===== src/rtl/dff_bank_arbiter.sv =====
// Two-writer round-robin arbiter in front of one shared WIDTH-bit D-flip-flop register.
// Define ARB_FIXED_PRIO_EN to replace round-robin with fixed priority (writer 0 always wins).
module dff_bank_arbiter #(
    parameter int unsigned WIDTH = 8
) (
    input  logic             Clk,
    input  logic             Reset,
    input  logic [1:0]       Req,
    input  logic [WIDTH-1:0] D0,
    input  logic [WIDTH-1:0] D1,
    output logic [1:0]       Gnt,
    output logic [1:0]       Ack,
    output logic [WIDTH-1:0] Q,
    output logic             Busy,
    output logic [7:0]       LoadCnt
);

    typedef enum logic [1:0] {
        StIdle = 2'd0,
        StLoad = 2'd1,
        StAck  = 2'd2
    } state_e;

    state_e           r_state;
    state_e           w_state_next;
    logic             r_owner;
    logic             w_pick;
    logic [WIDTH-1:0] r_q;
    logic [7:0]       r_load_cnt;

`ifdef ARB_FIXED_PRIO_EN
    always_comb begin
        w_pick = ~Req[0];
    end
`else
    logic r_last;

    // On a conflict the writer that was not served last wins.
    always_comb begin
        w_pick = 1'b0;
        case (Req)
            2'b10:   w_pick = 1'b1;
            2'b11:   w_pick = ~r_last;
            default: w_pick = 1'b0;
        endcase
    end

    always_ff @(posedge Clk) begin
        if (Reset) begin
            r_last <= 1'b1;
        end else if (r_state == StLoad) begin
            r_last <= r_owner;
        end
    end
`endif

    always_ff @(posedge Clk) begin
        if (Reset) begin
            r_state <= StIdle;
        end else begin
            r_state <= w_state_next;
        end
    end

    always_comb begin
        w_state_next = r_state;
        case (r_state)
            StIdle:  w_state_next = (Req != 2'b00) ? StLoad : StIdle;
            StLoad:  w_state_next = StAck;
            StAck:   w_state_next = StIdle;
            default: w_state_next = StIdle;
        endcase
    end

    always_ff @(posedge Clk) begin
        if (Reset) begin
            r_owner    <= 1'b0;
            r_q        <= '0;
            r_load_cnt <= 8'd0;
        end else begin
            case (r_state)
                StIdle: begin
                    if (Req != 2'b00) begin
                        r_owner <= w_pick;
                    end
                end
                StLoad:  r_q <= r_owner ? D1 : D0;
                StAck:   r_load_cnt <= r_load_cnt + 8'd1;
                default: ;
            endcase
        end
    end

    always_comb begin
        Gnt = 2'b00;
        Ack = 2'b00;
        case (r_state)
            StLoad:  Gnt = r_owner ? 2'b10 : 2'b01;
            StAck:   Ack = r_owner ? 2'b10 : 2'b01;
            default: ;
        endcase
        Busy    = (r_state != StIdle);
        Q       = r_q;
        LoadCnt = r_load_cnt;
    end

endmodule

===== config.mk =====
export PLATFORM = sky130hd
export DESIGN_NAME = dff_bank_arbiter
export DESIGN_NICKNAME = d
export VERILOG_FILES = /design/src/rtl/dff_bank_arbiter.sv
export SDC_FILE = /design/constraint.sdc
export NUM_CORES = 1
export LEC_CHECK = 0
export BUFFER_PORTS_ARGS = -buffer_cell sky130_fd_sc_hd__buf_2
export CAP_MARGIN = 20
export CORE_MARGIN = 8
export CORE_UTILIZATION = 40
export DETAILED_ROUTE_END_ITERATION = 16
export PLACE_DENSITY = 0.73
export SLEW_MARGIN = 20
export SYNTH_ARGS = -nofsm -noshare
export SYNTH_HDL_FRONTEND = slang
export SYNTH_SLANG_ARGS = --single-unit

===== constraint.sdc =====
create_clock -name Clk -period 1.1 [get_ports Clk]
set_input_delay 0.11 -clock Clk [delete_from_list [all_inputs] [get_ports Clk]]
set_output_delay 0.11 -clock Clk [all_outputs]
set_load 0.02 [all_outputs]

==> out/results.tsv <==
metric	value	unit
slew_headroom	70.05	%
portBuffers	40	
final_nets	174	
arrival	1.18	ns
cts_buffers	3	
ant_nets	0	
io_pins	41	
die_w	62.56	um
syn-num-nets	117	
start_util	40.76	%
crit_path_end_kind	output port	
routedWlPerCell	14.39	um
syn-cell-area	867.1	sq um
dp_cells	169	
placed_cell_area	1189	sq um
synth_common_cells	dfxtp_1 (20), nor2_1 (17), a211oi_1 (9), mux2i_1 (9), a21oi_1 (6)	
r2r_slack	-0.15	ns
synthFlopType	dfxtp_1	
worstPathMaxFanout	5	
yosys.area.top_type	dfxtp_1	
antenna_found_initial	0	
clockRootBuffer	clkbuf_4	
first_iter_violations	20	
overflow	0	
period_needed	1.289	ns
final_cell_area	1480	sq um
dieHeight	62.56	um
clockBufferDepth	2	
p_total	1.780	mW
synth_seq_cells	20	
viasPerCell	4.983	
maxSlewViolCount	0	
syn_inst	96	
setup_viol	22	
grtUsageTotal	12.73	%
htreeDepth	1	
area_delta_synth_final	70.71	%
rsz0062_at_grt	yes	
grt_max_degree	21	
post-route-period-util	117.1	%
yosys-top-cells-area	dfxtp_1 (46%), mux2i_1 (10%), a211oi_1 (7.8%), nor2_1 (7.4%), a21oi_1 (3.5%)	
cts_tree	done	
synth-edff-count	0	
vias	897	
ys_seq_area_share	46.18	%
hold_path.class	in2reg	
cts.clk_slew.worst_paths	0.12	ns
critical_path_class	reg2out	
drc	0	
hpwl	1704	um
powerDensity	1202	nW/um^2
fill_cells	168	
drive_above_1_share	59.21	%
run_status	finished, violations left	
cts.sinks	20	
max_freq	776.0	MHz
first_pass_iters	4	
power.leakage	0.6535	nW
place_congestion	0.7667	
multi_input_area	538.0	sq um
coreArea	2127	sq um
grt_pass1_vias	964	
worstSkewPairLatency	0.30	ns
worst_clock_skew	0.01344	ns
synth_cell_type_count	26	
startpoint_type	flip-flop	
final_cells	180	
utilization	69.59	%
die_area	3914	sq um
synth_warnings	0	
worstMarginPinSlew	0.4493	ns
grt_pass1_wl	4264	um
final-hold-violation-count	0	
setup_ws	-0.1886	ns
regArea	427.9	sq um
synthArstFlopShare	0	%
synth_most_common_cell	dfxtp_1	
cap_violations	0	
irDropWorstVdd	0.8575	mV
avgSynthCellArea	9.032	sq um
synth_top_area_share	46.18	%
wirelength	2590	um
diodes	0	
num_rows	17	
required	0.99	ns
violations	negative setup slack	
final cells by class:
class	count	share of cell area (%)
Tap cell	28	2.367
Clock inverter	1	2.029
Sequential cell	20	28.91
Timing Repair Buffer	57	27.81
Inverter	4	1.014
Multi-Input combinational cell	67	36.35
Clock buffer	3	1.522
worst max-delay path, stage by stage (launching register included):
cell and delay (ns):
dfxtp_2 0.35, buf_6 0.13, or2_4 0.27, buf_6 0.14
flip-flops by register name, indices dropped and copies added, names as in the netlist:
register and count:
LoadCnt 8, r_owner 1, r_last 1, Q 8, r_state 2
cell families (layout without fill, tap and decap cells):
logic type,Yosys count,count (layout),synth area share [%]
adders and majority gates,1,1,1.443
AOI/OAI and AO/OA,22,22,16.02
DFF,20,20,46.18
and+or+nand+nor,33,33,19.34
buffers and inverters,9,65,4.618
muxes,9,9,10.39
xor gates and xnor gates,2,2,2.021
cell usage in the layout (no fill, tap or decap), types with 2 or more instances in the layout:
cell type  Yosys  final
or3_1          4      3
buf_2          2     31
a21oi_1        6      4
o21ai_1        0      2
nor2_1        17     15
dfxtp_2        0      4
nor2_4         0      2
dfxtp_4        0      6
buf_6          0     13
a211oi_1       9      4
clkbuf_4       0      3
dfxtp_1       20     10
mux2i_1        9      8
inv_1          4      4
o21ai_0        5      2
a211oi_2       0      5
a21oi_2        0      2
buf_4          1     12
nand2_1        2      2
nand2b_4       0      2
routing by layer:
| metal | track usage [%] | routed length (um) | vias up |
|---|---|---|---|
| met5 | 0 | 0 | - |
| met4 | 2.564 | 18 | 0 |
| li1 | - | - | 453 |
| met1 | 13.90 | 1146 | 409 |
| met3 | 6.272 | 208 | 2 |
| met2 | 21.73 | 1216 | 33 |
power breakdown:
part / leakage, nW / switching (mW) / internal, mW
sequential: 0.170 / 0.0338 / 0.757
clock: 0.0279 / 0.227 / 0.368
combinational: 0.456 / 0.205 / 0.189
what timing repair did:
action,CTS,global route
pin swaps,8,6
buffers inserted,4,3
hold buffers,0,0
setup endpoints to repair,21,27
gates resized for setup,24,27
final timing paths:
check | from | cells after the start | to
setup / recovery | r_state[1]$_SDFF_PP0_ | 3 | Busy
hold / removal | Req[1] | 3 | r_owner$_SDFFE_PP0P_
setup reg to reg | r_state[1]$_SDFF_PP0_ | 6 | r_last$_SDFFE_PP1N_
hold reg to reg | LoadCnt[7]$_SDFFE_PP0N_ | 2 | LoadCnt[7]$_SDFFE_PP0N_
per-stage QoR:
step / TNS [ns] / setup WS (ns) / hold WS (ns)
after floorplan: -0.2139 / -0.07455 / 0.2460
after global placement: -0.1264 / -0.05788 / 0.3680
after detailed placement: -0.5052 / -0.1248 / 0.3755
after CTS: -1.462 / -0.1755 / 0.04603
after global routing: -3.497 / -0.2309 / 0.06894
final: -2.281 / -0.1886 / 0.07534
No activity file was read; power rests on OpenSTA's default activity.
